===== src/rtl/mem_port_arbiter.sv =====
// -----------------------------------------------------------------------------
// mem_port_arbiter
//
// Shares the single RAM port between the instruction-fetch requester and the
// load/store requester. Picks a winner in IDLE, registers its address and
// controls onto the mem_* bus, runs the MOV/MOC four-phase handshake and
// returns read data with a one-cycle acknowledge to the winner. If MOC does
// not arrive within TMO cycles the access is abandoned and the ack is
// accompanied by err.
//
// Configuration macro:
//   ARB_ROUND_ROBIN_EN  defined   -> on contention, the requester that did not
//                                    win last time is granted.
//                       undefined -> fixed priority, data over fetch.
//
// Parameters:
//   TMO        cycles to wait for mem_moc before aborting (0 = never), 0..255
//
// Ports:
//   clk        system clock, rising edge
//   clr        asynchronous active-low reset
//   req_f      fetch request (always a word read)
//   addr_f     fetch address
//   ack_f      one-cycle fetch completion pulse
//   req_d      data request
//   rw_d       1 = read, 0 = write
//   addr_d     data address
//   wdata_d    store data
//   type_d     data type code (byte/half/word/dword)
//   sign_d     sign-extend loads
//   ack_d      one-cycle data completion pulse
//   err        pulses with the ack when the access timed out
//   rdata      read data, valid in the ack cycle, held until next completion
//   mem_mov    memory operation valid
//   mem_rw     registered R/W to the RAM
//   mem_addr   registered address to the RAM
//   mem_wdata  registered write data to the RAM
//   mem_type   registered data type to the RAM
//   mem_sign   registered sign control to the RAM
//   mem_moc    memory operation complete from the RAM
//   mem_rdata  RAM read data
// -----------------------------------------------------------------------------
module mem_port_arbiter #(
    parameter int TMO = 16
) (
    input  logic        clk,
    input  logic        clr,
    input  logic        req_f,
    input  logic [31:0] addr_f,
    output logic        ack_f,
    input  logic        req_d,
    input  logic        rw_d,
    input  logic [31:0] addr_d,
    input  logic [31:0] wdata_d,
    input  logic [1:0]  type_d,
    input  logic        sign_d,
    output logic        ack_d,
    output logic        err,
    output logic [31:0] rdata,
    output logic        mem_mov,
    output logic        mem_rw,
    output logic [31:0] mem_addr,
    output logic [31:0] mem_wdata,
    output logic [1:0]  mem_type,
    output logic        mem_sign,
    input  logic        mem_moc,
    input  logic [31:0] mem_rdata
);

    localparam logic [1:0] TYPE_WORD = 2'b10;
    localparam logic       TMO_EN    = (TMO != 0);
    localparam logic [7:0] TMO_LAST  = (TMO == 0) ? 8'd0 : 8'(TMO - 1);

    typedef enum logic [1:0] {
        IDLE    = 2'd0,
        ACCESS  = 2'd1,
        RELEASE = 2'd2
    } state_t;

    state_t      state_q, state_d;
    logic [7:0]  cnt_q;
    // Owner of the access in flight (1 = data). Ack routing needs it in both
    // builds; with round-robin it also serves as the last-grant record.
    logic        owner_d_q;

    logic        pick_d;     // data wins the current arbitration
    logic        start;      // IDLE -> ACCESS this cycle
    logic        done;       // MOC seen in ACCESS
    logic        tmo_hit;    // MOC never came; abandon the access

    // Winner selection, only meaningful in IDLE.
`ifdef ARB_ROUND_ROBIN_EN
    // On contention, grant whoever did not win last time (reset: fetch won).
    assign pick_d = req_d && (!req_f || !owner_d_q);
`else
    assign pick_d = req_d;
`endif

    // -------------------------------------------------------------------------
    // Next-state logic
    // -------------------------------------------------------------------------
    always_comb begin
        state_d = state_q;
        start   = 1'b0;
        done    = 1'b0;
        tmo_hit = 1'b0;
        case (state_q)
            IDLE: begin
                if (req_f || req_d) begin
                    start   = 1'b1;
                    state_d = ACCESS;
                end
            end
            ACCESS: begin
                if (mem_moc) begin
                    done    = 1'b1;
                    state_d = RELEASE;
                end else if (TMO_EN && (cnt_q == TMO_LAST)) begin
                    tmo_hit = 1'b1;
                    state_d = RELEASE;
                end
            end
            RELEASE: begin
                // Four-phase completion: MOC must fall before the next MOV.
                if (!mem_moc) begin
                    state_d = IDLE;
                end
            end
            default: state_d = IDLE;
        endcase
    end

    // -------------------------------------------------------------------------
    // State, handshake and datapath registers
    // -------------------------------------------------------------------------
    always_ff @(posedge clk or negedge clr) begin
        if (!clr) begin
            state_q   <= IDLE;
            cnt_q     <= 8'd0;
            owner_d_q <= 1'b0;
            ack_f     <= 1'b0;
            ack_d     <= 1'b0;
            err       <= 1'b0;
            rdata     <= 32'd0;
            mem_mov   <= 1'b0;
            mem_rw    <= 1'b1;
            mem_addr  <= 32'd0;
            mem_wdata <= 32'd0;
            mem_type  <= 2'b00;
            mem_sign  <= 1'b0;
        end else begin
            state_q <= state_d;
            ack_f   <= 1'b0;
            ack_d   <= 1'b0;
            err     <= 1'b0;

            if (start) begin
                owner_d_q <= pick_d;
                mem_mov   <= 1'b1;
                cnt_q     <= 8'd0;
                if (pick_d) begin
                    mem_rw    <= rw_d;
                    mem_addr  <= addr_d;
                    mem_wdata <= wdata_d;
                    mem_type  <= type_d;
                    mem_sign  <= sign_d;
                end else begin
                    // Fetch is a word read; write data is left as it was.
                    mem_rw   <= 1'b1;
                    mem_addr <= addr_f;
                    mem_type <= TYPE_WORD;
                    mem_sign <= 1'b0;
                end
            end

            if ((state_q == ACCESS) && !done && !tmo_hit) begin
                cnt_q <= cnt_q + 8'd1;
            end

            if (done || tmo_hit) begin
                mem_mov <= 1'b0;
                ack_f   <= !owner_d_q;
                ack_d   <= owner_d_q;
                err     <= tmo_hit;
                if (done && mem_rw) begin
                    rdata <= mem_rdata;
                end
            end
        end
    end

endmodule


===== config.mk =====
export PLATFORM = sky130hd
export DESIGN_NAME = mem_port_arbiter
export DESIGN_NICKNAME = d
export VERILOG_FILES = /design/src/rtl/mem_port_arbiter.sv
export SDC_FILE = /design/constraint.sdc
export NUM_CORES = 1
export LEC_CHECK = 0
export BUFFER_PORTS_ARGS = -buffer_cell sky130_fd_sc_hd__buf_2
export CORE_MARGIN = 3
export CORE_UTILIZATION = 45
export CTS_CLUSTER_SIZE = 28
export DETAILED_ROUTE_END_ITERATION = 10
export GPL_ROUTABILITY_DRIVEN = 0
export PLACE_DENSITY = 0.8
export SYNTH_ARGS = -nofsm -noshare
export SYNTH_HDL_FRONTEND = slang
export SYNTH_SLANG_ARGS = --single-unit

===== constraint.sdc =====
create_clock -name clk -period 1.84 [get_ports clk]
set_input_delay 0.368 -clock clk [delete_from_list [all_inputs] [get_ports clk]]
set_output_delay 0.368 -clock clk [all_outputs]
set_load 0.02 [all_outputs]

==> results.txt <==
----------------------------------------------------
[Clocking]
  Clock tree from TritonCTS ... done
  Inserted Clock Buffers ... 17
  Worst-Skew Late Latency ... 0.49 ns
  Post-CTS sizing ... 0
  Register clock-pin slew on the reported worst setup and hold paths ... 0.06 ns
  Post-CTS setup buffer count ... 0
  Clock tree root driver cell ... sky130_fd_sc_hd__clkbuf_8
  CTS H-Tree Depth ... 4
  Maximum buffer depth of the clock tree ... 2
  CTS sink cnt ... roughly 120

[Timing]
  Total Neg Setup Slack ... 0 ns
  Shortest clock period the worst path allows after layout ... between 1.5 and 2 ns
  Normalized max-slew margin ... 55.7%
  Final slew viol count ... 0
  Final hold violations ... 0
  Unrepaired setup endpoints after global routing ... no
  Final Skew ... between 0.008 and 0.009 ns
  Max frequency ... approximately 620 MHz
  Period utilisation layout ... between 80% and 90%
  Count of endpoints failing setup in the final report ... 0
  Slew @ Worst Pin ... 0.662 ns

[Floorplan]
  Placement row count ... 36
  Chip Height ... about 110 um
  Die Wd ... ~110 um
  Core area ... between 9000 and 10000 um2
  Die footprint ... between 10000 and 15000 um2
  Effective utilization at floorplan ... a little under half
  Number of I/O pins ... roughly 240

[Power]
  Power per cell area ... approximately 1800 nW/um2
  Internal power ... around 0.0073 W
  Switching portion of total power ... roughly two fifths
  Switching power of the nets ... roughly 0.0048 W
  Worst vdd rail ir drop ... 0.00121 V
  Register share of total power ... between 30% and 40%
  Clock power share ... approximately a quarter
  Part of the total power dissipated in combinational logic ... between 30 and 40%
  Post-layout power ... 0.0121 W
  Leakage component of the power ... 3.55 nW

[Setup path]
  Slowest stage delay, CP ... ~0.42 ns
  Worst setup path class ... flop to flop
  Worst-path cell with the longest stage delay ... sky130_fd_sc_hd__dfrtp_1
  Endpoint arrival time on the critical path ... between 2 and 2.5 ns
  Worst Setup End Kind ... flop
  Cells along the critical path ... nor2_1 -> o21ai_4 -> buf_12 -> o21ai_0
  Setup crit start kind ... flop
  CP top delay family ... compound AO/OA/AOI/OAI gates
  Buffers and inverters on the worst path ... 1
  Register-to-register setup slack ... 0.22 ns
  Critical path peak fanout ... 50
  Required time at the worst-slack endpoint ... roughly 2.2 ns

[Logic synthesis]
  Synthesis Warnings ... 0
  Mean Syn Cell Area ... ~11 um2
  Number of different library cells in the post-synthesis netlist ... 33
  Number of storage elements in the synthesis netlist ... roughly 120
  Total standard cell area after synthesis ... 4660 um2
  Post-synthesis cell count ... roughly 420
  Total nets after synthesis ... 555
  Register area share after synthesis ... 61.8%

[Flow run]
  Number of maximum-capacitance constraint violations ... 0

[Global route]
  Antenna violations before repair ... 0
  Overflow left after global routing ... 0
  Largest net degree at the start of global routing ... ~120
  First-pass GRT wire length ... approximately 19 mm
  Number of global-route vias before repair ... roughly 3900
  Combined global-route utilization of all metal layers ... a little over a fifth

[Final layout]
  Syn-to-layout area delta ... 41.3%
  Share of final-layout standard cells stronger than drive strength 1 ... between 40% and 50%
  Commonest cells after routing, fill and taps aside ... 239 x sky130_fd_sc_hd__buf_2, 133 x sky130_fd_sc_hd__nand2_1, 114 x sky130_fd_sc_hd__dfrtp_1
  Footprint of the flip-flops and latches ... around 2900 um2
  Area occupied by multi-input gates ... ~1700 um2
  Net count reported at finish ... 798
  Number of standard cells in the layout, taps in and fillers out ... between 800 and 900
  Antenna cells ... 0
  Most common cell after layout, fill and taps aside ... sky130_fd_sc_hd__buf_2
  Fill cell count ... 789

[Detailed routing]
  Total Routed Length ... approximately 12 mm
  Number of iterations in the first detailed-routing pass ... 4
  Number of vias after detailed routing ... 3888
  Drt first-iter violations ... between 200 and 250
  DR vias/cell ... 4.82
  # DRC ... 0
  Mean routed wirelength per cell ... 14.5 um
  Number of antenna-violating nets in the routed design ... 0

[Placement]
  Sum of net half-perimeters after detailed placement ... between 8 and 9 mm
  Dpl cells ... roughly 770
  PortBufs ... 240

[Min path]
  Worst hold path type ... input pin to flop

[Status]
  Result of the run ... complete, no violations

----------------------------------------------------
-- per-stage QoR --
stage | cell area [um2] | setup WS [ns] | util, % | hold WS (ns)
6_report | 6590 | 0.215 | 66.5 | 0.0644
5_1_grt | 6590 | 0.0102 | 66.5 | 0.0439
4_1_cts | 6590 | 0.220 | 66.5 | 0.0337
3_3_place_gp | 6020 | 0.284 | 60.7 | 0.417
3_5_place_dp | 6020 | 0.197 | 60.7 | 0.414
2_1_floorplan | 4660 | 0.340 | - | 0.0724
-- sequential cells by signal, indices dropped and copies added, names as in the netlist, 2 cells and up --
register,cells
mem_wdata,32
mem_addr,32
state_q,2
rdata,32
mem_type,2
cnt_q,8
-- synthesized netlist by cell type (all sizes together) --
master | instances | share of area (%)
o22a | 2 | 0.38
mux2 | 32 | 7.7
nor2 | 6 | 0.48
dfrtp | 114 | 61
or4 | 1 | 0.24
ha | 1 | 0.27
and2 | 1 | 0.13
inv | 2 | 0.16
nor2b | 1 | 0.13
nor4 | 1 | 0.13
o31ai | 2 | 0.32
a32o | 1 | 0.21
a31o | 1 | 0.19
and3 | 2 | 0.30
nand2 | 133 | 11
dfstp | 1 | 0.56
clkbuf | 10 | 1.0
a22o | 2 | 0.38
o211ai | 2 | 0.43
o21ai | 42 | 4.7
o21a | 2 | 0.32
nand4 | 3 | 0.40
a21o | 1 | 0.16
buf | 13 | 1.4
mux2i | 32 | 6.9
nand3 | 8 | 0.86
nor3b | 1 | 0.27
-- area by class of cell --
type / instances / share of cell area (%)
Multi-Input combinational cell: 277 / 25.3
Tap cell: 133 / 2.53
Clock inverter: 14 / 1.96
Sequential cell: 115 / 43.7
Inverter: 2 / 0.114
Timing Repair Buffer: 247 / 19.9
Clock buffer: 18 / 6.50
-- per-layer routing --
layer / part of all wire [%] / track usage [%] / routed length, um / up-vias
li1: - / - / - / 1897
met1: 41 / 25.9 / 4750 / 1816
met2: 51 / 34.7 / 5940 / 155
met3: 6.6 / 5.58 / 767 / 20
met4: 2.1 / 7.94 / 240 / 0
met5: 0 / 0 / 0 / -
-- cells by family (layout without fill, tap and decap cells) --
| kind of cell | Yosys count | count (layout) | share of synthesized area, % |
|---|---|---|---|
| compound gates | 55 | 55 | 7.06 |
| fa+ha+maj | 1 | 1 | 0.268 |
| buf+inv | 25 | 281 | 2.60 |
| flops | 115 | 115 | 61.8 |
| mux | 64 | 64 | 14.6 |
| simple gates | 157 | 157 | 13.7 |
-- worst reg2reg max path, cell delays in order (launching register included) --
cell and delay (ns):
sky130_fd_sc_hd__dfrtp_1 0.42, sky130_fd_sc_hd__nor2_1 0.35, sky130_fd_sc_hd__o21ai_4 0.29, sky130_fd_sc_hd__buf_12 0.27, sky130_fd_sc_hd__o21ai_0 0.21
-- what timing repair did --
item	CTS	global route
setup endpoints to repair	0	0
hold endpoints to repair	114	0
hold buffers	1	0
-- final timing paths --
check	start	endpoint	depth (start not counted)
max	state_q[1]	mem_addr[26]	4
min	wdata_d[27]	mem_wdata[27]	3
max reg2reg	state_q[1]	mem_addr[26]	4
min reg2reg	owner_d_q	ack_f	1
max in group asynchronous	clr	mem_wdata[13]	3
min in group asynchronous	clr	mem_addr[6]	3
-- power groups by stage --
stage	Combinational [W]	Sequential (W)	Clock [W]
3_3_place_gp	0.00474	0.00428	0
2_1_floorplan	0.00168	0.00567	0
5_1_grt	0.00527	0.00446	0.00323
3_5_place_dp	0.00491	0.00433	0
4_1_cts	0.00490	0.00431	0.00308
6_report	0.00483	0.00430	0.00301
(Power assumes the default switching activity.)
